## src/rtl/mac_out_collector.sv

```systemverilog
// ---------------------------------------------------------------------------
// mac_out_collector
//
// Receiving end of the MAC array's south-side psum interface. Each column
// has its own FIFO that captures a psum whenever that column's valid bit is
// high. Once every FIFO holds at least one entry, the heads pop together
// and form one aligned output row. Column skew of any size up to the FIFO
// depth is absorbed this way. This works for both WS (skewed last-row valids)
// and OS (OR-merged flush valids) operation, because only the per-column
// valid bits are used.
//
// Rows are presented through a single valid/ready register stage. An
// optional ReLU is applied at load time.
//
// Ports
//   clk        rising-edge clock for all state
//   reset      asynchronous active-low reset
//   in_psum    packed psums, column j at [psum_bw*(j+1)-1 : psum_bw*j]
//   in_valid   per-column push qualifier
//   clear      synchronous flush of all buffered state (out_data kept)
//   relu_en    clamp negative psums to zero when a row is loaded
//   out_data   aligned output row, same packing as in_psum
//   out_valid  out_data holds a row
//   out_ready  consumer accepts the row when out_valid & out_ready
//   col_full   bit j: FIFO j holds depth entries
//   all_empty  every FIFO empty and no row held in the output stage
//   ovf        sticky per-column flag: a psum was dropped on a full FIFO
// ---------------------------------------------------------------------------
module mac_out_collector #(
  parameter int unsigned col     = 8,
  parameter int unsigned psum_bw = 16,
  parameter int unsigned depth   = 16,
  parameter int unsigned cnt_bw  = 5
) (
  input  logic                   clk,
  input  logic                   reset,
  input  logic [psum_bw*col-1:0] in_psum,
  input  logic [col-1:0]         in_valid,
  input  logic                   clear,
  input  logic                   relu_en,
  output logic [psum_bw*col-1:0] out_data,
  output logic                   out_valid,
  input  logic                   out_ready,
  output logic [col-1:0]         col_full,
  output logic                   all_empty,
  output logic [col-1:0]         ovf
);

  localparam int unsigned PTR_BW = $clog2(depth);
  localparam logic [cnt_bw-1:0] FULL_CNT = cnt_bw'(depth);

  // Shared control
  logic                   w_row_avail;
  logic                   w_pop;
  logic [col-1:0]         w_full;
  logic [col-1:0]         w_nonempty;
  logic [col-1:0]         w_push;
  logic [col-1:0]         w_drop;
  logic [psum_bw*col-1:0] w_load_row;

  // Output register stage
  logic                   r_out_valid;
  logic [psum_bw*col-1:0] r_out_data;

  // A row can be formed only when every column has at least one entry.
  // It is loaded when the output stage is empty or is being drained in the
  // same cycle.
  assign w_row_avail = &w_nonempty;
  assign w_pop       = w_row_avail & (~r_out_valid | out_ready);

  // -------------------------------------------------------------------------
  // Per-column FIFOs
  // -------------------------------------------------------------------------
  for (genvar g = 0; g < col; g++) begin : g_col
    logic [psum_bw-1:0] r_mem [depth];
    logic [PTR_BW-1:0]  r_wr_ptr;
    logic [PTR_BW-1:0]  r_rd_ptr;
    logic [cnt_bw-1:0]  r_count;
    logic               r_ovf;
    logic [psum_bw-1:0] w_head;
    logic [psum_bw-1:0] w_head_relu;

    assign w_full[g]     = (r_count == FULL_CNT);
    assign w_nonempty[g] = (r_count != '0);

    // A full column still accepts a push when the heads pop at the same
    // edge: the slot being written is the one being vacated.
    assign w_push[g] = in_valid[g] & (~w_full[g] | w_pop);
    assign w_drop[g] = in_valid[g] & w_full[g] & ~w_pop;

    assign w_head = r_mem[r_rd_ptr];

    always_comb begin
      w_head_relu = w_head;
      if (relu_en && w_head[psum_bw-1]) begin
        w_head_relu = '0;
      end
    end

    assign w_load_row[g*psum_bw +: psum_bw] = w_head_relu;
    assign ovf[g] = r_ovf;

    // Storage has no reset. Stale contents become unreachable once the
    // pointers are cleared.
    always_ff @(posedge clk) begin
      if (w_push[g] && !clear) begin
        r_mem[r_wr_ptr] <= in_psum[g*psum_bw +: psum_bw];
      end
    end

    always_ff @(posedge clk or negedge reset) begin
      if (!reset) begin
        r_wr_ptr <= '0;
        r_rd_ptr <= '0;
        r_count  <= '0;
        r_ovf    <= 1'b0;
      end else if (clear) begin
        r_wr_ptr <= '0;
        r_rd_ptr <= '0;
        r_count  <= '0;
        r_ovf    <= 1'b0;
      end else begin
        if (w_push[g]) begin
          r_wr_ptr <= r_wr_ptr + PTR_BW'(1);
        end
        if (w_pop) begin
          r_rd_ptr <= r_rd_ptr + PTR_BW'(1);
        end
        if (w_push[g] && !w_pop) begin
          r_count <= r_count + cnt_bw'(1);
        end else if (!w_push[g] && w_pop) begin
          r_count <= r_count - cnt_bw'(1);
        end
        if (w_drop[g]) begin
          r_ovf <= 1'b1;
        end
      end
    end
  end

  // -------------------------------------------------------------------------
  // Output stage
  // -------------------------------------------------------------------------
  // clear drops the held row but keeps out_data.
  // A drain without a reload also leaves out_data untouched.
  always_ff @(posedge clk or negedge reset) begin
    if (!reset) begin
      r_out_valid <= 1'b0;
      r_out_data  <= '0;
    end else if (clear) begin
      r_out_valid <= 1'b0;
    end else if (w_pop) begin
      r_out_valid <= 1'b1;
      r_out_data  <= w_load_row;
    end else if (out_ready) begin
      r_out_valid <= 1'b0;
    end
  end

  assign out_valid = r_out_valid;
  assign out_data  = r_out_data;
  assign col_full  = w_full;
  assign all_empty = (w_nonempty == '0) & ~r_out_valid;

endmodule

```

## config.mk

```make
export PLATFORM = sky130hd
export DESIGN_NAME = mac_out_collector
export DESIGN_NICKNAME = d
export VERILOG_FILES = /design/src/rtl/mac_out_collector.sv
export SDC_FILE = /design/constraint.sdc
export NUM_CORES = 2
export LEC_CHECK = 0
export CAP_MARGIN = 20
export CORE_ASPECT_RATIO = 0.9
export CORE_MARGIN = 1.5
export CORE_UTILIZATION = 45
export CTS_BUF_LIST = sky130_fd_sc_hd__clkbuf_16
export DETAILED_ROUTE_END_ITERATION = 12
export SLEW_MARGIN = 30
export SYNTH_ARGS = -nofsm -noshare
export SYNTH_HDL_FRONTEND = slang
export SYNTH_SLANG_ARGS = --single-unit
```

## constraint.sdc

```tcl
create_clock -name clk -period 3.7 [get_ports clk]
set_clock_uncertainty 0.15 [all_clocks]
set_input_delay 0.74 -clock clk [delete_from_list [all_inputs] [get_ports clk]]
set_output_delay 0.74 -clock clk [all_outputs]
set_load 0.01 [all_outputs]
```

### After elaboration in Yosys (flattened, before gate mapping)

Memories as Yosys holds them, arrays and structs flattened.
Index checks and enable logic that the tools add are counted.
Widths: inputs -> output; s select.

* $add $sub $neg: 32
* equality and inequality tests: 8
* muxes and demuxes: 99
* bitwise logic cells: 46
* reduce and logical (&&, ||, !) cells: 79

Operator list (number)
* $mux 16: 8
* $mux 4: 32
* $mux 5: 24
* $add 4x1->4 const B: 16
* $add 5x1->5 const B: 8
* $eq 5x5->1 const B: 8
* $reduce_bool 5->1: 8
* $sub 5x1->5 const B: 8
* $mux 1: 35
* $reduce_bool 2->1: 17
* $logic_and 1x1->1: 32
* $reduce_bool 3->1: 9
* $and 1x1->1: 26
* $not 1->1: 11
* $logic_not 1->1: 10
* $or 1x1->1: 9
* $logic_not 8->1: 1
* $reduce_and 8->1: 1
* $reduce_and 2->1: 1

* register bits: 241
* RAM bits: 2048
* output and inout port bits: 146
* memories: 8

Memory list
* g_col[0].r_mem: depth 16, bits a word 16, rd ports 1, clocked after memory_dff 0, wr ports 1, line 75 `logic [psum_bw-1:0] r_mem [depth];`
* g_col[1].r_mem: depth 16, bits a word 16, rd ports 1, clocked after memory_dff 0, wr ports 1, line 75
* g_col[2].r_mem: depth 16, bits a word 16, rd ports 1, clocked after memory_dff 0, wr ports 1, line 75
* g_col[3].r_mem: depth 16, bits a word 16, rd ports 1, clocked after memory_dff 0, wr ports 1, line 75
* g_col[4].r_mem: depth 16, bits a word 16, rd ports 1, clocked after memory_dff 0, wr ports 1, line 75
* g_col[5].r_mem: depth 16, bits a word 16, rd ports 1, clocked after memory_dff 0, wr ports 1, line 75
* +2 memories

### Logic depth before layout (Yosys ltp)

* word-level depth: 10
* depth in mapped cells: 12
* mapped depth without buffers: 11

### Worst setup path before layout

OpenSTA, ideal clock, no wires.

* kind: register to register
* from: register g_col[0].r_count[0]
* to: memory g_col[7].r_mem[0][0] (enable)
* setup time: 0.409 ns
* data arrival time: 3.047 ns
* slack: 0.094 ns
* stages on the path, launching flop included: 9
* buffers on the path: 2
* cell sequence: dfrtp_1 or4_1 o22ai_2 nor4_4 buf_6 a21oi_1 clkbuf_1 nand3b_1 nor3_1

* word-level cells in the longest chain between the ends: 8

Ends and longest elaborated chain
* from (decl): line 78 `logic [cnt_bw-1:0] r_count;`
* from (signal assigned): line 130 `r_count <= r_count + cnt_bw'(1);`
* from (signal assigned): line 132 `r_count <= r_count - cnt_bw'(1);`
* $reduce_bool 5->1: line 84 `assign w_nonempty[g] = (r_count != '0);`
* $reduce_and 8->1: line 68 `assign w_row_avail = &w_nonempty;`
* $and 1x1->1: line 69 `assign w_pop = w_row_avail & (~r_out_valid | out_ready);`
* $or 1x1->1: line 88 `assign w_push[g] = in_valid[g] & (~w_full[g] | w_pop);`
* $and 1x1->1: line 88
* $logic_and 1x1->1: line 106 `if (w_push[g] && !clear) begin`
* $mux 1: line 106
* $mux 1 (implied by the code): line 107 `r_mem[r_wr_ptr] <= in_psum[g*psum_bw +: psum_bw];`
* to (decl): line 75

Every way passes these cells.

### Worst setup path in the final report

* from: register g_col[4].r_count[3]
* to: memory g_col[0].r_mem[4][4] (enable)

* word-level cells in the longest chain between the ends: 8

Ends and longest elaborated chain (line)
* from (decl): 78
* from (signal assigned): 130
* from (signal assigned): 132
* $reduce_bool 5->1: 84
* $reduce_and 8->1: 68
* $and 1x1->1: 69
* $or 1x1->1: 88
* $and 1x1->1: 88
* $logic_and 1x1->1: 106
* $mux 1: 106
* $mux 1 (implied by the code): 107
* to (decl): 75

Every way passes these cells.

==> metrics.cfg <==
[outcome]
status = finished, final reports clean

[grt]
grt_pass1_wl_um = 304000
grt_max_degree = 100
grt_pass1_vias = 44800
antenna_found_initial = 27
grt_overflow = 0
grt_use_total = 0.206

[hold_path]
hold_depth = 2
worstHoldStart = clear
min_path_type = primary input to flip-flop

[pwr]
ir_worst_vdd_uv = 490
power_per_cell_area_mw_per_mm2 = 583
leakage_nw = 34.7

[yosys]
async_flop_share = 0.105
synth_edf_count = 2048
synth_area_sq_mm = 0.0896
synthFlopType = edfxtp_1
post_synth_num_cell_types = 53
postSynthAreaPerCell_sq_um = 20.7
syn_nets = 4552
ys_seq_area_frac = 0.754
synth-seq-cells = 2289
synth_cells = 4331
yosysWarnings = 0

[clock_tree]
cts_inserted_buffers = 223
clk_pin_slew_ns = 0.07
root_buffer = clkbuf_16
clock-sinks = 2289
cts_tree = built
clock_latency_ns = 0.85
cts_buffer_depth = 3
htreeDepth = 4

[routing]
via_count = 43400
wl_per_cell_um = 26.3
drt_iter0_markers = 3926
first_pass_iters = 6
ant_nets = 0
remaining_drc_errors = 0
viasPerCell = 5.56
finalWirelength_um = 205000

[floorplanning]
dieArea_sq_mm = 0.202
start_util = 0.453
ioPinCount = 287
die_w_um = 473
core_area_sq_mm = 0.198
die_y_um = 426
rows = 155

[sta]
finalCriticalPeriod_ns = 3.68
hold_viol = 0
finalSetupViolCount = 0
clock.fmax_ghz = 0.272
hold_ws_ns = 0.139
rsz0062_at_grt = yes
slew_headroom = 0.362
slew_violations = 0
period_share = 0.995
max_slew.worst_pin.slew_ns = 0.957

[cells_and_area]
area.growth.synth_to_final_pct = 18.3
nets = 5160
drive_gt1_frac = 0.285
fin_area_sq_mm = 0.106

[setup_path]
worst_setup_path_start_kind = flip-flop
path_class = flip-flop to flip-flop
rr_worst_depth = 6
r2r_start = g_col[4].r_count[3]
end_kind = flip-flop
critical_path_required_ns = 4.01
cp_data_arrival_time_ns = 4.00
startpoint = g_col[4].r_count[3]
worstPathMaxFanout = 16

[placed_design]
hpwl_um = 127000
port_buffers = 286
gp_congestion = 0.797
placed_area_sq_mm = 0.0987

[job]
maxCapViolations = 0

-- path summary, 6_finish.rpt --
| check | to | slack [ns] |
|---|---|---|
| worst min register to register | out_data[19] | 0.33 |
| max in group asynchronous | out_data[67] | 2.24 |
| worst min-delay path | g_col[6].r_rd_ptr[0] | 0.14 |
| worst max register to register | g_col[0].r_mem[4][4] | 0.02 |
| min in group asynchronous | out_data[38] | 0.34 |
| worst max-delay path | g_col[0].r_mem[4][4] | 0.02 |
-- cells in the mapped netlist (18+ instances only) --
master    count  share of area
nand2_1     195         0.0082
ha_1         72          0.010
o21ai_0     163         0.0091
xnor2_1      29         0.0028
mux2i_1      18         0.0020
clkbuf_1    101         0.0042
dfrtp_1     241          0.067
mux4_2      632           0.16
buf_1        19        0.00080
buf_2        75         0.0042
inv_1       161         0.0067
mux2_2       22         0.0028
nor2_1      185         0.0077
nor3_1       30         0.0017
edfxtp_1   2048           0.69
a21oi_1      69         0.0039
or3_1        23         0.0016
nand3_1      27         0.0015
nand3b_1     47         0.0039
-- area by class of cell --
cell class,count,area [sq um]
fill,15300,91900
multi-input combinational,1668,21100
clock buffer,226,5660
antenna,8,20.0
timing repair buffer,595,6270
sequential,2289,67600
inverter,162,608
clock inverter,193,1530
tap,2669,3340
-- flip-flops by register name (all words and copies together), names as in the netlist --
| signal | flops |
|---|---|
| g_col.r_wr_ptr | 32 |
| out_data | 128 |
| g_col.r_mem | 2048 |
| g_col.r_count | 40 |
| g_col.r_ovf | 8 |
| out_valid | 1 |
| g_col.r_rd_ptr | 32 |
-- layout by cell type, fill, tap and decap left out, types with 7 or more instances in the layout --
cell type	instances
a21o_1	9
a21oi_1	69
a31oi_1	8
buf_12	86
buf_4	222
bufinv_16	19
clkbuf_16	226
clkdlybuf4s50_1	279
clkinv_1	53
clkinv_2	35
clkinvlp_4	7
dfrtp_1	224
dfrtp_2	9
dfrtp_4	8
diode_2	8
edfxtp_1	2048
fa_1	8
ha_1	72
inv_1	218
mux2_2	22
mux2i_1	18
mux4_2	632
nand2_1	193
nand2b_1	8
nand3_1	26
nand3b_1	47
nand4_1	7
nor2_1	61
nor2_2	105
nor2_4	20
nor2b_1	15
nor3_1	25
nor3_2	11
nor4_1	9
o21ai_0	156
o21ai_1	10
o31ai_1	10
or3_1	23
xnor2_1	29
xor2_1	13
-- per-layer routing --
layer,vias to the layer above,track usage,share of wire
li1,18800,-,-
met1,23100,0.296,0.44
met3,291,0.0351,0.051
met5,-,0,0.00078
met4,24,0.0609,0.026
met2,1105,0.325,0.48
-- critical path, cell delays in order, from the launching register on --
cell	delay (ns)
dfrtp_1	0.40
or4_1	0.21
o22ai_2	0.13
nor4_4	0.65
a21oi_1	0.43
nand3b_1	0.47
nor2_2	0.84
-- through the flow --
step | utilization | setup slack (ns) | TNS, ns | total power, mW | instances
2_1_floorplan | - | 0.0936 | 0 | 36.0 | 4331
3_3_place_gp | 0.498 | -0.132 | -11.37 | 40.1 | 7380
3_5_place_dp | 0.498 | -0.207 | -24.93 | 40.3 | 7380
4_1_cts | 0.535 | -0.0331 | -1.01 | 62.5 | 7801
5_1_grt | 0.536 | -0.173 | -9.57 | 64.4 | 7808
6_report | 0.536 | 0.0176 | 0 | 61.8 | 7810
-- power breakdown --
part	switching (mW)	internal, mW
logic	4.57	4.96
clock network	9.70	12.4
registers	0.869	29.3
total	15.1	46.7
-- repair_timing --
action                     in CTS  in global routing
pin swaps                       1                  8
hold endpoints to repair       59                  0
hold buffers                    1                  0
gates resized for setup        14                 13
setup endpoints to repair       3                123
setup buffers                   1                  1
-- logic make-up after synthesis --
kind of cell             count (synthesis)  synth area share
AO/OA/AOI/OAI                          300            0.0194
XOR/XNOR                                42           0.00410
adder cells (fa/ha/maj)                 80            0.0118
buffers and inverters                  374            0.0173
flip-flops                            2289             0.754
multiplexers                           673             0.164
AND/OR/NAND/NOR                        573            0.0300
(Power assumes the default switching activity.)
